--- src/rtl/load_store_unit.sv ---
// Load/store unit: turns one CPU request into one or two NB-aligned memory beats.
// Boundary-crossing accesses are split or rejected, and load data is extended to XLEN.
module load_store_unit #(
   parameter int XLEN             = 32,
   parameter int ADDR_W           = 32,
   parameter int ALLOW_MISALIGNED = 1,
   parameter int TIMEOUT          = 16
) (
   input  logic                clk_i,
   input  logic                rst_i,
   input  logic                req_valid_i,
   output logic                req_ready_o,
   input  logic                req_we_i,
   input  logic [2:0]          req_funct3_i,
   input  logic [ADDR_W-1:0]   req_addr_i,
   input  logic [XLEN-1:0]     req_wdata_i,
   output logic                resp_valid_o,
   output logic [XLEN-1:0]     resp_rdata_o,
   output logic                resp_err_o,
   output logic                mem_read_o,
   output logic [XLEN/8-1:0]   mem_wstrb_o,
   output logic [ADDR_W-1:0]   mem_addr_o,
   output logic [XLEN-1:0]     mem_wdata_o,
   input  logic [XLEN-1:0]     mem_rdata_i,
   input  logic                mem_ack_i
);

   localparam int NB    = XLEN / 8;
   localparam int NB2   = 2 * NB;
   localparam int XL2   = 2 * XLEN;
   localparam int OFF_W = $clog2(NB);

   typedef enum logic [1:0] {IDLE, ACC0, ACC1, RESP} state_t;

   function automatic logic is_legal(input logic we, input logic [2:0] f3);
      logic ok;
      if (we)
         ok = (f3 inside {3'b000, 3'b001, 3'b010}) || (XLEN == 64 && f3 == 3'b011);
      else
         ok = (f3 inside {3'b000, 3'b001, 3'b010, 3'b100, 3'b101}) ||
              (XLEN == 64 && (f3 == 3'b011 || f3 == 3'b110));
      return ok;
   endfunction

   function automatic logic is_crossing(input logic [OFF_W-1:0] off, input logic [1:0] sz);
      return (int'(off) + (1 << sz)) > NB;
   endfunction

   // hi selects the strobes that spill into the second beat
   function automatic logic [NB-1:0] strobe_beat(input logic [OFF_W-1:0] off,
                                                 input logic [1:0] sz, input logic hi);
      logic [NB2-1:0] m;
      m = NB2'((1 << (1 << sz)) - 1) << off;
      return hi ? m[NB2-1:NB] : m[NB-1:0];
   endfunction

   function automatic logic [XLEN-1:0] lane_beat(input logic [OFF_W-1:0] off,
                                                 input logic [XLEN-1:0] wdata, input logic hi);
      logic [XL2-1:0] w;
      w = XL2'({{XLEN{1'b0}}, wdata} << {off, 3'b000});
      return hi ? w[XL2-1:XLEN] : w[XLEN-1:0];
   endfunction

   function automatic logic [XLEN-1:0] load_extend(input logic [XL2-1:0] beats,
                                                   input logic [OFF_W-1:0] off,
                                                   input logic [2:0] f3);
      logic [XLEN-1:0]    low;
      logic [XLEN-1:0]    res;
      logic signed [7:0]  s8;
      logic signed [15:0] s16;
      logic signed [31:0] s32;
      low = XLEN'(beats >> {off, 3'b000});
      s8  = low[7:0];
      s16 = low[15:0];
      s32 = low[31:0];
      case (f3[1:0])
         2'd0: if (f3[2]) res = XLEN'(low[7:0]);  else res = XLEN'(s8);
         2'd1: if (f3[2]) res = XLEN'(low[15:0]); else res = XLEN'(s16);
         2'd2: if (f3[2]) res = XLEN'(low[31:0]); else res = XLEN'(s32);
         default: res = low;
      endcase
      return res;
   endfunction

   state_t            state_q;
   logic              we_q;
   logic [2:0]        f3_q;
   logic [ADDR_W-1:0] addr_q;
   logic [XLEN-1:0]   wdata_q;
   logic [XLEN-1:0]   beat0_q;
   logic [31:0]       cnt_q;

   logic [OFF_W-1:0]  req_off, lat_off;
   logic              req_ok, lat_cross, timed_out;
   logic [NB-1:0]     req_strb_d, hi_strb_d;
   logic [XLEN-1:0]   req_lane_d, hi_lane_d;
   logic [ADDR_W-1:0] req_base_d, hi_addr_d;

   assign req_off    = req_addr_i[OFF_W-1:0];
   assign lat_off    = addr_q[OFF_W-1:0];
   assign req_ok     = is_legal(req_we_i, req_funct3_i) &&
                       (ALLOW_MISALIGNED != 0 || !is_crossing(req_off, req_funct3_i[1:0]));
   assign lat_cross  = is_crossing(lat_off, f3_q[1:0]);
   assign timed_out  = (TIMEOUT != 0) && (cnt_q == 32'(TIMEOUT - 1));
   assign req_strb_d = strobe_beat(req_off, req_funct3_i[1:0], 1'b0);
   assign hi_strb_d  = strobe_beat(lat_off, f3_q[1:0], 1'b1);
   assign req_lane_d = lane_beat(req_off, req_wdata_i, 1'b0);
   assign hi_lane_d  = lane_beat(lat_off, wdata_q, 1'b1);
   assign req_base_d = {req_addr_i[ADDR_W-1:OFF_W], {OFF_W{1'b0}}};
   // second beat address wraps naturally at 2^ADDR_W
   assign hi_addr_d  = {addr_q[ADDR_W-1:OFF_W], {OFF_W{1'b0}}} + ADDR_W'(NB);

   always_ff @(posedge clk_i or posedge rst_i) begin
      if (rst_i) begin
         state_q      <= IDLE;
         req_ready_o  <= 1'b1;
         resp_valid_o <= 1'b0;
         resp_rdata_o <= '0;
         resp_err_o   <= 1'b0;
         mem_read_o   <= 1'b0;
         mem_wstrb_o  <= '0;
         mem_addr_o   <= '0;
         mem_wdata_o  <= '0;
         we_q         <= 1'b0;
         f3_q         <= '0;
         addr_q       <= '0;
         wdata_q      <= '0;
         beat0_q      <= '0;
         cnt_q        <= '0;
      end else begin
         case (state_q)
            IDLE: begin
               if (req_valid_i) begin
                  we_q        <= req_we_i;
                  f3_q        <= req_funct3_i;
                  addr_q      <= req_addr_i;
                  wdata_q     <= req_wdata_i;
                  cnt_q       <= '0;
                  req_ready_o <= 1'b0;
                  if (!req_ok) begin
                     state_q      <= RESP;
                     resp_valid_o <= 1'b1;
                     resp_err_o   <= 1'b1;
                     resp_rdata_o <= '0;
                  end else begin
                     state_q     <= ACC0;
                     mem_addr_o  <= req_base_d;
                     mem_read_o  <= !req_we_i;
                     mem_wstrb_o <= req_we_i ? req_strb_d : '0;
                     mem_wdata_o <= req_we_i ? req_lane_d : '0;
                  end
               end
            end
            ACC0, ACC1: begin
               if (mem_ack_i) begin
                  cnt_q <= '0;
                  if (state_q == ACC0 && lat_cross) begin
                     state_q     <= ACC1;
                     beat0_q     <= mem_rdata_i;
                     mem_addr_o  <= hi_addr_d;
                     mem_wstrb_o <= we_q ? hi_strb_d : '0;
                     mem_wdata_o <= we_q ? hi_lane_d : '0;
                  end else begin
                     state_q      <= RESP;
                     mem_read_o   <= 1'b0;
                     mem_wstrb_o  <= '0;
                     resp_valid_o <= 1'b1;
                     resp_err_o   <= 1'b0;
                     if (we_q)
                        resp_rdata_o <= '0;
                     else if (state_q == ACC1)
                        resp_rdata_o <= load_extend({mem_rdata_i, beat0_q}, lat_off, f3_q);
                     else
                        resp_rdata_o <= load_extend({{XLEN{1'b0}}, mem_rdata_i}, lat_off, f3_q);
                  end
               end else if (timed_out) begin
                  state_q      <= RESP;
                  mem_read_o   <= 1'b0;
                  mem_wstrb_o  <= '0;
                  resp_valid_o <= 1'b1;
                  resp_err_o   <= 1'b1;
                  resp_rdata_o <= '0;
                  cnt_q        <= '0;
               end else begin
                  cnt_q <= cnt_q + 32'd1;
               end
            end
            RESP: begin
               state_q      <= IDLE;
               req_ready_o  <= 1'b1;
               resp_valid_o <= 1'b0;
               resp_err_o   <= 1'b0;
               resp_rdata_o <= '0;
            end
            default: state_q <= IDLE;
         endcase
      end
   end

endmodule

--- config.mk ---
export PLATFORM = sky130hd
export DESIGN_NAME = load_store_unit
export DESIGN_NICKNAME = d
export VERILOG_FILES = /design/src/rtl/load_store_unit.sv
export SDC_FILE = /design/constraint.sdc
export NUM_CORES = 1
export LEC_CHECK = 0
export ABC_AREA = 1
export CORE_MARGIN = 4
export CORE_UTILIZATION = 55
export CTS_CLUSTER_SIZE = 16
export DETAILED_ROUTE_END_ITERATION = 10
export MAX_ROUTING_LAYER = met4
export PLACE_DENSITY = 0.81
export SLEW_MARGIN = 20
export SYNTH_ARGS = -nofsm -noshare
export SYNTH_HDL_FRONTEND = slang
export SYNTH_SLANG_ARGS = --single-unit
--- constraint.sdc ---
create_clock -name clk_i -period 22.2 [get_ports clk_i]
set_input_delay 6.66 -clock clk_i [delete_from_list [all_inputs] [get_ports clk_i]]
set_output_delay 6.66 -clock clk_i [all_outputs]
set_load 0.1 [all_outputs]
# ---- Word level (Yosys, flattened, before mapping)
# Cells that the tools add are included.
dict set report classes {
  n_reduce_logical 19
  n_eq_ne 16
  bitwise_logic 0
  add_sub_neg 5
  shift 10
  muxes 61
  multipliers 0
  n_div 0
  magnitude_cmp 1
}
# op count
set op_table {}
lappend op_table {{$mux 32} 24}
lappend op_table {{$pmux 32 s2} 5}
lappend op_table {{$pmux 32 s3} 1}
lappend op_table {{$shl 1x2->32 const A} 2}
lappend op_table {{$shl 1x32->8 const A} 2}
lappend op_table {{$shl 32x5->64} 1}
lappend op_table {{$shr 64x5->32} 1}
lappend op_table {{$add 3x32->32} 1}
lappend op_table {{$add 32x1->32 const B} 1}
lappend op_table {{$add 32x3->32 const B} 1}
lappend op_table {{$eq 32x4->1 const B} 1}
lappend op_table {{$gt 32x4->1 const B} 1}
lappend op_table {{$shl 32x5->32} 1}
lappend op_table {{$shr 32x5->32} 1}
lappend op_table {{$mux 4} 7}
lappend op_table {{$sub 8x2->8 const B} 2}
lappend op_table {{$mux 1} 14}
lappend op_table {{$ne 2x2->1 const B} 5}
lappend op_table {{$reduce_and 5->1} 2}
lappend op_table {{$mux 2} 4}
lappend op_table {{$pmux 4 s2} 1}
lappend op_table {{$reduce_and 2->1} 4}
lappend op_table {{$reduce_and 4->1} 2}
lappend op_table {{$shl 8x2->4} 1}
lappend op_table {{other kinds (19)} 27}
dict set report word_totals {
  mem_bits_rw 0
  output_inout_bits 104
  word_cells 127
  romBits 0
  n_memories 0
  latch_bits 0
  regBits 238
  in_bits 104
}

# ---- Depth between registers and ports, before layout
dict set report depth {
  depth_word 8
  ltp_mapped 18
}

# ---- Least setup slack after synthesis
# OpenSTA, ideal clock, no wires.
dict set report synth_path {
  path_kind {in2reg}
  from {in req_funct3_i[0]}
  to {reg mem_wdata_o[0]}
  path_stages 9
  arrival_time_ns 7.616
  path_slack_ns 14.517
  cell_sequence {inv_1 > o21ai_1 > nand3_1 > nand2_1 > nor2_1 > nand3_2 > buf_1 > nand2_1 > nand2_1}
}
dict set report synth_between {
  elab_chain_len 5
  word_cells_on_any_way 10
  classes_between {eq/ne: 5; mux: 1; reduce/logical: 4}
}
# item line_no
set synth_rtl {}
lappend synth_rtl {{start: declaration} 14} ;# input logic [2:0] req_funct3_i,
lappend synth_rtl {{$eq 3x1->1 (tied with other cells)} {38, 40}}
lappend synth_rtl {{$reduce_bool 5->1 or $reduce_bool 3->1 (tied branches)} {40, 38}}
lappend synth_rtl {{$mux 1 *} 37} ;# if (we)
lappend synth_rtl {{$ne 2x2->1 (no line) *} n/a}
lappend synth_rtl {{$reduce_and 5->1 (no line) *} n/a}
lappend synth_rtl {{end signal: assignment} 150} ;# mem_wdata_o <= req_we_i ? req_lane_d : '0;
lappend synth_rtl {{end signal: assignment} 162} ;# mem_wdata_o <= we_q ? hi_lane_d : '0;
lappend synth_rtl {{end: declaration} 23} ;# output logic [XLEN-1:0] mem_wdata_o,
# Mark *: on every way between the ends. The rest lies on a longest branch, timed or not.
# A chain may end at the register's enable or synchronous reset.

# ---- Worst setup path in the final report
dict set report layout_path {
  from {in req_funct3_i[1]}
  to {reg mem_addr_o[19]}
}
dict set report layout_between {
  elab_chain_len 5
  word_cells_on_any_way 10
  classes_between {eq/ne: 5; mux: 1; reduce/logical: 4}
}
# item line_no
set layout_rtl {}
lappend layout_rtl {{$eq 3x1->1 (tied with other cells)} {38, 40}}
lappend layout_rtl {{$reduce_bool 5->1 or $reduce_bool 3->1 (tied branches)} {40, 38}}
lappend layout_rtl {{$mux 1 *} 37}
lappend layout_rtl {{$ne 2x2->1 (no line) *} n/a}
lappend layout_rtl {{$reduce_and 5->1 (no line) *} n/a}
lappend layout_rtl {{end signal: assignment} 147} ;# mem_addr_o <= req_base_d;
lappend layout_rtl {{end signal: assignment} 160} ;# mem_addr_o <= hi_addr_d;
lappend layout_rtl {{end: declaration} 22} ;# output logic [ADDR_W-1:0] mem_addr_o,
# Marked as above.

==> impl_metrics.py <==
metrics = {
    "status": {
        "status": "complete, no violations",
    },
    "synthesis": {
        "synth_area_leaders": "dfrtp_1, nand2_1, nand3_1",
        "netlist.area_leader.share": 0.4080,
        "synth-compound-area-share": 0.1202,
        "synth_fa_ha_area_frac": 0.009886,
        "synth_warnings": 0,
        "synth_edf_count": 0,
        "avgSynthCellArea_sq_um": 6.620,
        "syn-cell-area_sq_mm": 0.01392,
        "ys_seq_elements": 228,
        "ys.flop_type": "dfrtp_1",
        "synthMuxAreaShare": 0.002876,
        "yosysTopAreaCell": "dfrtp_1",
        "synthCells": 2103,
        "synth_xor_area_frac": 0.006291,
        "synth_top_family_by_area": "simple AND/OR/NAND/NOR gates",
        "synthSimpleGateAreaFrac": 0.3713,
        "synth.distinct_cells": 43,
        "synth_most_common_cell": "nand2_1",
        "ys_seq_area_frac": 0.4099,
        "async_reset_ff_frac": 1.000,
        "synthTopCellsByCount": "nand2_1, dfrtp_1, nor2_1",
    },
    "route": {
        "finalWirelength_microns": 42110,
        "drt-initial-drc-count": 1698,
        "ant_nets": 0,
        "vias": 14440,
        "viasPerCell": 5.586,
        "drc_errors": 0,
        "routedWlPerCell_microns": 16.29,
        "firstDrtPassIters": 8,
    },
    "timing": {
        "timing.final.crit_share": 0.4043,
        "fin_ws_ps": 13220,
        "slew_headroom": 0.2674,
        "finClkSkew_ps": 14.44,
        "hold_violations": 0,
        "post-route-min-period_ps": 8976,
        "rsz0062_at_grt": "no",
        "worstMarginPinSlew_ps": 1095,
        "fin_setup_tns_ps": 0,
        "slew_viol_final": 0,
        "setup_viol": 0,
        "fmaxAchievable_ghz": 0.1114,
    },
    "power_and_ir_drop": {
        "p_leak_nw": 8.069,
        "power_density_mw_per_mm2": 166.1,
        "peakVddDrop_v": 0.0001407,
    },
    "clock_network": {
        "cts-buffers-inserted": 25,
        "clk_pin_slew_worst_paths_ps": 60,
        "clock-sinks": 228,
        "post_cts_buffers": 0,
        "post_cts_resize_count": 0,
        "htree_levels": 1,
        "clockBufferDepth": 3,
        "cts_tree": "done",
        "cts_hold_buffers": 0,
        "clockRootBuffer": "clkbuf_16",
        "clk-insertion-delay-late_ps": 540,
    },
    "global_routing": {
        "grt_max_degree": 147,
        "grt_pass1_vias": 13270,
        "grtUsageTotal": 0.3002,
        "grt-ovfl-total": 0,
        "antenna_found_initial": 3,
        "grt_first_pass_wirelength_microns": 68470,
    },
    "critical_path": {
        "crit_buf_inv": 4,
        "worstSetupPathType": "in -> reg",
        "critPathRequiredTime_ps": 22620,
        "path_max_fanout": 72,
        "startpoint": "req_funct3_i[1]",
        "crit_path_end_kind": "flip-flop",
        "cpPeakStageDelay_ps": 610,
        "critPathLaunchType": "input pin",
        "cpMaxStageDelayCell": "inv_2",
        "crit_family": "buffers and inverters",
        "worstPathCellList": "clkdlybuf4s50_1 > inv_1 > o21ai_1 > nand3_1 > nand2_1 > nor2_1 > nand3_2 > buf_4 > inv_2 > nand3_1 > nand2_1",
        "crit_arrival_ps": 9390,
        "timing.rr.start": "state_q[0]",
    },
    "floorplanning": {
        "coreArea_sq_mm": 0.02460,
        "die_area_sq_mm": 0.02792,
        "num_rows": 57,
        "die_w_microns": 167.1,
        "die_h_microns": 167.1,
        "ios": 208,
        "initial_utilization": 0.5658,
    },
    "placement": {
        "gp_congestion": 0.9332,
        "preCtsSetupSlack_ps": 12750,
        "dp_hpwl_microns": 28320,
        "port_buffers": 205,
    },
    "final_layout": {
        "area_growth_pct": 20.54,
        "finish.utilization": 0.6820,
        "fillerInstances": 2141,
        "final_nets": 2355,
        "layout-drive-gt1-share": 0.04074,
    },
    "job": {
        "maxCapViolations": 0,
    },
    "hold_path": {
        "hp-class": "reg -> reg",
        "min-delay-start": "resp_rdata_o[8]",
    },
}
-- per-layer routing --
layer / share of wire / vias up / track usage
met5: 0 / - / -
met4: 0.030 / 0 / 0.08929
met3: 0.093 / 94 / 0.05045
met2: 0.45 / 711 / 0.4516
met1: 0.43 / 6640 / 0.4223
li1: - / 6995 / -
-- flip-flops by register name, indices dropped and copies added (netlist names) --
signal	flops
cnt_q	32
addr_q	32
wdata_q	24
resp_err_o	1
f3_q	3
resp_valid_o	1
req_ready_o	1
mem_wdata_o	32
resp_rdata_o	32
we_q	1
beat0_q	32
state_q	2
mem_read_o	1
mem_wstrb_o	4
mem_addr_o	30
-- final cells by class --
class                   count  area (sq um)  share of cell area
diodes                      3         7.507           0.0004474
clock buffers              39         748.2             0.04459
clock inverters             6         33.78            0.002013
inverters                 161         619.3             0.03691
multi-input cells        1608          7117              0.4241
flip-flops and latches    228          5712              0.3404
well taps                 324         405.4             0.02416
repair buffers            216          2138              0.1274
-- report_power, final --
group	switching, W	internal [W]
combinational	0.00129	0.000414
sequential	0.000114	0.000571
clock	0.000171	0.000230
-- cell families after synthesis --
kind of cell / count (synthesis)
DFF: 228
muxes: 4
adders and majority gates: 11
other: 1
and+or+nand+nor: 1274
xor gates and xnor gates: 10
buffers and inverters: 268
AOI/OAI and AO/OA: 307
-- final timing paths --
kind	endpoint	slack, ps	cells past startpoint
max in group asynchronous	cnt_q[3]	14260	3
hold reg to reg	resp_rdata_o[8]	470	2
setup reg to reg	mem_addr_o[19]	18300	10
setup / recovery	mem_addr_o[19]	13220	11
min in group asynchronous	resp_err_o	6670	2
hold / removal	resp_rdata_o[8]	470	2
-- worst min-delay path, delay by kind of cell (launching register included) --
kind / cells / cell delay (ps)
flip-flops: 1 / 340
AND/OR/NAND/NOR: 2 / 100
-- cells in the final DEF, fill, tap and decap left out, types with 7 or more instances in the layout --
cell	n
dfrtp_1	225
o22ai_1	8
clkbuf_8	7
a21oi_1	63
clkbuf_1	7
o21ai_0	157
clkbuf_16	25
nand2_1	870
buf_4	10
inv_2	14
o21ai_1	45
nor3_1	23
clkdlybuf4s50_1	205
o32ai_1	8
inv_1	142
nand3_1	165
o221ai_1	8
nand4_1	14
nor2_1	177
ha_1	11
-- through the flow --
step	area, sq um	power (W)	cells	hold WS, ps
CTS	16760	0.002783	2582	473.2
floorplan	13930	0.001978	2104	443.6
detailed placement	15980	0.002373	2537	458.9
finish	16780	0.002788	2585	470.5
global route	16780	0.002967	2585	487.3
global placement	15980	0.002349	2537	455.6
No activity file was read; power rests on OpenSTA's default activity.
